### src/rtl/register_file_param.sv
// Parametrised register bank: one byte-masked write port, two independent read ports,
// per-word sticky valid scoreboard, optional hardwired zero word, combinational or registered reads.
module register_file_param #(
   parameter int unsigned WIDTH    = 16,
   parameter int unsigned ADDR_W   = 3,
   parameter int unsigned ZERO_REG = 0,
   parameter int unsigned REG_READ = 0
) (
   input  logic                    clk,
   input  logic                    rst,
   input  logic                    clr,
   input  logic                    we,
   input  logic [ADDR_W-1:0]       waddr,
   input  logic [WIDTH-1:0]        wdata,
   input  logic [WIDTH/8-1:0]      wmask,
   input  logic [ADDR_W-1:0]       raddr_a,
   output logic [WIDTH-1:0]        rdata_a,
   output logic                    rvalid_a,
   input  logic [ADDR_W-1:0]       raddr_b,
   output logic [WIDTH-1:0]        rdata_b,
   output logic                    rvalid_b,
   output logic [(2**ADDR_W)-1:0]  valid_map
);

   localparam int unsigned DEPTH = 2 ** ADDR_W;
   localparam int unsigned LANES = WIDTH / 8;
   localparam logic [DEPTH-1:0] VALID_INIT = {{(DEPTH-1){1'b0}}, (ZERO_REG != 0)};

   logic [WIDTH-1:0]  mem [DEPTH];
   logic [DEPTH-1:0]  valid;
   logic [WIDTH-1:0]  lane_bits;
   logic [WIDTH-1:0]  merged;
   logic              wr_commit;
   logic [ADDR_W-1:0] raddr [2];
   logic [WIDTH-1:0]  look_data [2];
   logic              look_valid [2];

   always_comb begin
      lane_bits = '0;
      for (int unsigned i = 0; i < LANES; i++) begin
         lane_bits[8*i +: 8] = {8{wmask[i]}};
      end
   end

   assign merged    = (mem[waddr] & ~lane_bits) | (wdata & lane_bits);
   assign wr_commit = we && !rst && !clr && (wmask != '0) && !((ZERO_REG != 0) && (waddr == '0));

   always_ff @(posedge clk) begin
      if (rst || clr) begin
         for (int unsigned i = 0; i < DEPTH; i++) begin
            mem[i] <= '0;
         end
         valid <= VALID_INIT;
      end else if (wr_commit) begin
         mem[waddr]   <= merged;
         valid[waddr] <= 1'b1;
      end
   end

   assign valid_map = valid;
   assign raddr[0]  = raddr_a;
   assign raddr[1]  = raddr_b;

   // Look-ahead view: the word as it will stand after this edge's write; serves both
   // as the combinational bypass and as the write-first source of the read registers.
   always_comb begin
      for (int unsigned p = 0; p < 2; p++) begin
         look_data[p]  = mem[raddr[p]];
         look_valid[p] = valid[raddr[p]];
         if ((ZERO_REG != 0) && (raddr[p] == '0)) begin
            look_data[p]  = '0;
            look_valid[p] = 1'b1;
         end else if (we && !rst && !clr && (raddr[p] == waddr)) begin
            look_data[p]  = merged;
            look_valid[p] = valid[waddr] | (wmask != '0);
         end
      end
   end

   if (REG_READ != 0) begin : g_reg_read
      logic [WIDTH-1:0] q_data [2];
      logic             q_valid [2];

      always_ff @(posedge clk) begin
         for (int unsigned p = 0; p < 2; p++) begin
            if (rst) begin
               q_data[p]  <= '0;
               q_valid[p] <= 1'b0;
            end else if (clr) begin
               q_data[p]  <= '0;
               q_valid[p] <= (ZERO_REG != 0) && (raddr[p] == '0);
            end else begin
               q_data[p]  <= look_data[p];
               q_valid[p] <= look_valid[p];
            end
         end
      end

      assign rdata_a  = q_data[0];
      assign rvalid_a = q_valid[0];
      assign rdata_b  = q_data[1];
      assign rvalid_b = q_valid[1];
   end else begin : g_comb_read
      assign rdata_a  = look_data[0];
      assign rvalid_a = look_valid[0];
      assign rdata_b  = look_data[1];
      assign rvalid_b = look_valid[1];
   end

endmodule

### config.mk
export PLATFORM = sky130hd
export DESIGN_NAME = register_file_param
export DESIGN_NICKNAME = d
export VERILOG_FILES = /design/src/rtl/register_file_param.sv
export SDC_FILE = /design/constraint.sdc
export NUM_CORES = 1
export LEC_CHECK = 0
export ABC_AREA = 1
export CELL_PAD_IN_SITES_DETAIL_PLACEMENT = 0
export CELL_PAD_IN_SITES_GLOBAL_PLACEMENT = 2
export CORE_MARGIN = 2
export CORE_UTILIZATION = 34
export CTS_BUF_LIST = sky130_fd_sc_hd__clkbuf_16
export DETAILED_ROUTE_END_ITERATION = 12
export HOLD_SLACK_MARGIN = 0.1
export PLACE_DENSITY = 0.82
export SYNTH_ARGS = -nofsm -noshare
export SYNTH_HDL_FRONTEND = slang
export SYNTH_SLANG_ARGS = --single-unit
### constraint.sdc
create_clock -name clk -period 2.99 [get_ports clk]
set_clock_uncertainty 0.2 [all_clocks]
set_input_delay 0.598 -clock clk [delete_from_list [all_inputs] [get_ports clk]]
set_output_delay 0.598 -clock clk [all_outputs]
set_load 0.005 [all_outputs]
After elaboration in Yosys (flattened, before gate mapping) --
Memory sizes are Yosys's and may differ from the RTL's. Cells that the tools add are included.
Operators by class: multiply operators 0, eq/ne operators 2, $add $sub $neg 0, shifts and indexed selects 0, bitwise operators 6, divide/modulo/power cells 0, reductions and logical operators 11, order comparisons 4, mux-type cells 20
Operator list (number):
- 2-to-1 mux 16 bit | 3
- bitwise AND 16 bit | 2
- NOT 16 bit | 1
- bitwise OR 16 bit | 1
- OR reduction 16 bit | 1
- < comparator 3 x 4 -> 1 bit, second input constant | 3
- 2-to-1 mux 1 bit | 12
- binary-select mux 1 bit (select 3 bit) | 3
- bitwise OR 8 bit | 1
- == test 3 bit | 2
- logical AND 1 bit | 6
- demux 1 bit (select 3 bit) | 1
- >= comparator 3 x 1 -> 1 bit, second input constant | 1
- 2-to-1 mux 3 bit | 1
- zero test 1 bit | 2
- nonzero test 2 bit | 1
- logical OR 1 bit | 1
- bitwise OR 1 bit | 1
Word-level totals: memories kept 1, input bits 31, ROM bits 0, logic and storage cells 45, bits in writable memories 128, bits in latches 0, output and inout bits 42, bits in registers 8
Memories:
- mem | depth 8, width 16, read ports 3, clocked after Yosys merged registers in 0, write ports 8, RTL line 29 | logic [WIDTH-1:0] mem [DEPTH];

Depth between registers and ports, before layout --
depth after elaboration 9, gate-level depth with buffers 10, mapped depth without buffers 8

Worst setup path before layout --
OpenSTA, ideal clock, no wires.
path kind input-to-output, start point in raddr_b[1], end point out rdata_b[9], data required time 2.192 ns, arrival 1.573 ns, stages 7, setup slack 0.619 ns, buffers on the path 2, path through buf_2 -> xnor2_4 -> nand2_1 -> nor3_4 -> buf_6 -> nand3_1 -> nand2_1
On the way: longest elaborated chain between the ends 3
Ends and longest elaborated chain:
- from (decl) | RTL line 19 | input logic [ADDR_W-1:0] raddr_b,
- parallel branches: the longest is 2 deep, another holds memory (8 x 16 bit)
- 2-to-1 mux 16 bit (*) | RTL line 73 | end else if (we && !rst && !clr && (raddr[p] == waddr)) begin
- to (decl) | RTL line 20 | output logic [WIDTH-1:0] rdata_b,
Mark *: on every way between the ends.

Worst setup path in the final report --
start point in waddr[1], end point out rdata_b[14]
On the way: longest elaborated chain between the ends 4
Ends and longest elaborated chain:
- from (decl) | RTL line 13 | input logic [ADDR_W-1:0] waddr,
- memory (8 x 16 bit)
- bitwise AND 16 bit | RTL line 45 | assign merged = (mem[waddr] & ~lane_bits) | (wdata & lane_bits);
- bitwise OR 16 bit | RTL line 45
- 2-to-1 mux 16 bit (*) | RTL line 73
Every way passes the cells marked *; elsewhere a longest branch is shown, timed or not.

==> summary.md <==
| Metric | Value |
|---|---|
| Status | finished clean |
| Fin. max-slew vios | 0 |
| Via count | approximately 10000 |
| Final ANT Viol Nets | 0 |
| Largest net degree at the start of global routing | 48 |
| Power Dens Cells | around 440 nW/um2 |
| Fillcell total | between 2000 and 3000 |
| Clock network power share | between 30% and 40% |
| Vias per inst | between 5 and 6 |
| Drt pass-1 iters | 6 |
| Max-slew headroom | around 74% |
| Syn Inst Count | ~1400 |
| Std-Cell Rows | 61 |
| DRT iter0 DRCs | between 1000 and 1500 |
| Minimum clock period | roughly 2.9 ns |
| Leading area contributor after synthesis | edfxtp_1 |
| Share of cells above drive strength 1 | 22.3% |
| Sequential Power Share | 38.4% |
| Clk buf depth | 2 |
| Placed inst area | 11800 um2 |
| Number of global-route vias before repair | 9203 |
| Max IR drop VDD | around 0.00033 V |
| Clock buffer count from CTS | 17 |
| Fin Hold WS | about 0.31 ns |
| Die W | about 170 um |
| Hpwl dp | 25900 um |
| Final hold violations | 0 |
| Arrival time worst endpoint | ~2.1 ns |
| Nets | about 1600 |
| Crit-path most repeated cell | buf_12 |
| FF+latch count, synth | approximately 140 |
| Setup Crit Path Kind | input pin to output port |
| Max incr delay on CP | approximately 0.20 ns |
| WL/cell | about 21 um |
| Cell Area, Synth | roughly 9600 um2 |
| Sw frac | 28.1% |
| Area Growth Syn to Fin | 36.3% |
| Combinational fraction of design power | 21.8% |
| Routed wire length | slightly above 40000 um |
| RD Place Congestion | between 0.8 and 0.9 |
| Synth top area share | between 40% and 50% |
| Core area | 27800 um2 |
| Post-Syn Nets | ~1400 |
| Die height | 172 um |
| Final setup viols | 0 |
| CP cell instances | clkdlybuf4s15_2 > buf_12 > buf_12 > nor2_8 > buf_12 > nand3_2 > nand2_1 > nor2_2 > nand2_2 > buf_6 > nand3_1 > nand2_1 > clkdlybuf4s15_2 |
| Initial antenna violation count | 0 |
| Startpoint types | input pin |
| Worst Tran Pin Value | roughly 0.4 ns |
| Sequential area share after synthesis | a little over two fifths |
| Total Power | between 0.005 and 0.006 W |
| Final worst path period share | between 90 and 100% |
| Clk Latency, worst-skew pair | approximately 0.42 ns |
| HP Class | flip-flop to flip-flop |
| IO Port Bufs | around 70 |
| Fmax | 341 MHz |
| Residual DRC | 0 |
| RSZ-0062 raised after global routing | yes |
| First-pass GRT wire length | just under 60000 um |
| Antenna cells | 0 |
| Synth unique cells | 31 |
| Critical Path Sink Type | output port |
| Lkg Pwr | roughly 5.8 nW |
| Switch Pwr | 0.00162 W |
| Clock root buffer master | clkbuf_16 |
| Remaining global-route overflow | 0 |
| Die area | around 30000 um2 |
| Initial Utilization | roughly 34% |
| Final Instance Area | around 13000 um2 |
| Req. time, crit path | roughly 2.2 ns |
| Synth warn | 0 |
| Synth area leaders | edfxtp_1 40%, nand2_1 13%, nand3_1 9.2%, nor2_1 7.5%, o21ai_0 5.5% |
| # IOs | 73 |
| CTS sink count | 136 |
| Syn avg cell area | just over 7 um2 |
| Internal power | just over 0.004 W |
| # hold bufs at CTS | 0 |
| Max Cap Viol | 0 |
| Clk slew on worst S/H paths | 0.06 ns |
| Critical-path top delay cell | clkdlybuf4s15_2 |
| H-Tree Depth | 4 |
| Gr usage total | between 20% and 30% |
| TritonCTS clock tree | done |
| Worst Path Max Fanout | 7 |
==> Yosys cell counts <==
library cell  number
nand2_1          332
nor2_1           190
nand3_1          176
edfxtp_1         128
inv_1            128
o21ai_0          106
a21oi_1          103
buf_2             34
nand2_2           33
clkbuf_1          29
or2_2             21
o211ai_1          12
buf_1             10
dfxtp_1            8
buf_6              7
inv_2              5
buf_4              4
nand2_4            4
nor2_4             4
nor2_2             3
nor2_8             3
xor2_1             3
clkinv_1           2
nand3_2            2
o21ai_2            2
buf_12             1
inv_8              1
nand2b_1           1
nor3_4             1
xnor2_1            1
xnor2_4            1
==> worst max-delay path, delay by kind of cell <==
kind	cells	cell delay [ns]
buffers and inverters	6	0.95
and+or+nand+nor	7	0.58
==> registers in the layout, indices dropped and copies added, names as in the netlist <==
register	cells
valid_map	8
mem	128
==> power groups by stage <==
stage / clock [W] / combinational [W] / sequential [W]
3_3_place_gp: 0 / 0.00118 / 0.00225
3_5_place_dp: 0 / 0.00118 / 0.00225
4_1_cts: 0.00232 / 0.00124 / 0.00221
2_1_floorplan: 0 / 0.000617 / 0.00224
6_report: 0.00229 / 0.00126 / 0.00221
5_1_grt: 0.00240 / 0.00136 / 0.00222
==> final timing paths <==
check	from	end	slack, ns	depth (start not counted)
setup / recovery	waddr[1]	rdata_b[14]	0.06	13
hold / removal	valid_map[0]	valid_map[0]	0.31	2
setup reg to reg	mem[2][14]	mem[5][14]	1.10	9
hold reg to reg	valid_map[0]	valid_map[0]	0.31	2
==> repair_timing <==
item                                    in CTS  in global routing
buffers inserted                            37                 10
gates cloned                                 4                  0
pin swaps                                   16                 18
gates resized for setup                    112                 55
endpoints found under the setup margin      34                 30
==> cell families after synthesis <==
kind of cell	share of synthesized area [%]
AO/OA/AOI/OAI	12.1
XOR/XNOR	0.654
buffers and inverters	10.1
flip-flops	41.8
AND/OR/NAND/NOR	35.4
==> layer usage <==
layer	global-route usage [%]	up-vias	share of wire, %
li1	-	4785	-
met2	43.1	505	44
met1	39.1	4683	44
met3	5.25	63	9.4
met5	0	-	0
met4	8.04	0	2.5
==> placed cells by master, fill, tap and decap left out, types with 12 or more instances in the layout <==
| cell type | netlist | final |
|---|---|---|
| clkdlybuf4s50_1 | 0 | 26 |
| nor2_1 | 190 | 182 |
| buf_6 | 7 | 17 |
| or2_2 | 21 | 21 |
| clkbuf_2 | 0 | 18 |
| o211ai_1 | 12 | 12 |
| edfxtp_1 | 128 | 128 |
| nand2_2 | 33 | 52 |
| nand3_1 | 176 | 172 |
| clkbuf_16 | 0 | 17 |
| inv_1 | 128 | 130 |
| nand2_1 | 332 | 313 |
| o21ai_0 | 106 | 100 |
| buf_4 | 4 | 112 |
| a21oi_1 | 103 | 102 |
| buf_12 | 1 | 48 |
==> per-stage QoR <==
| stage | instances | TNS [ns] | util, % | worst slack (ns) |
|---|---|---|---|---|
| 2_1_floorplan | 1355 | 0 | - | 0.619 |
| 3_3_place_gp | 1852 | -15.01 | 42.4 | -0.478 |
| 3_5_place_dp | 1852 | -15.10 | 42.4 | -0.480 |
| 4_1_cts | 1924 | -0.0179 | 46.9 | -0.00802 |
| 5_1_grt | 1930 | -0.0692 | 47.0 | -0.0265 |
| 6_report | 1930 | 0 | 47.0 | 0.0565 |
==> cell type report <==
| type | count | area, um2 | area share (%) |
|---|---|---|---|
| clock buffer | 17 | 425 | 3.26 |
| clock inverter | 15 | 210 | 1.61 |
| inverter | 136 | 520 | 3.99 |
| multi-input combinational | 998 | 4740 | 36.3 |
| sequential | 136 | 4000 | 30.7 |
| tap | 378 | 473 | 3.63 |
| timing repair buffer | 250 | 2670 | 20.5 |
(Power assumes the default switching activity.)
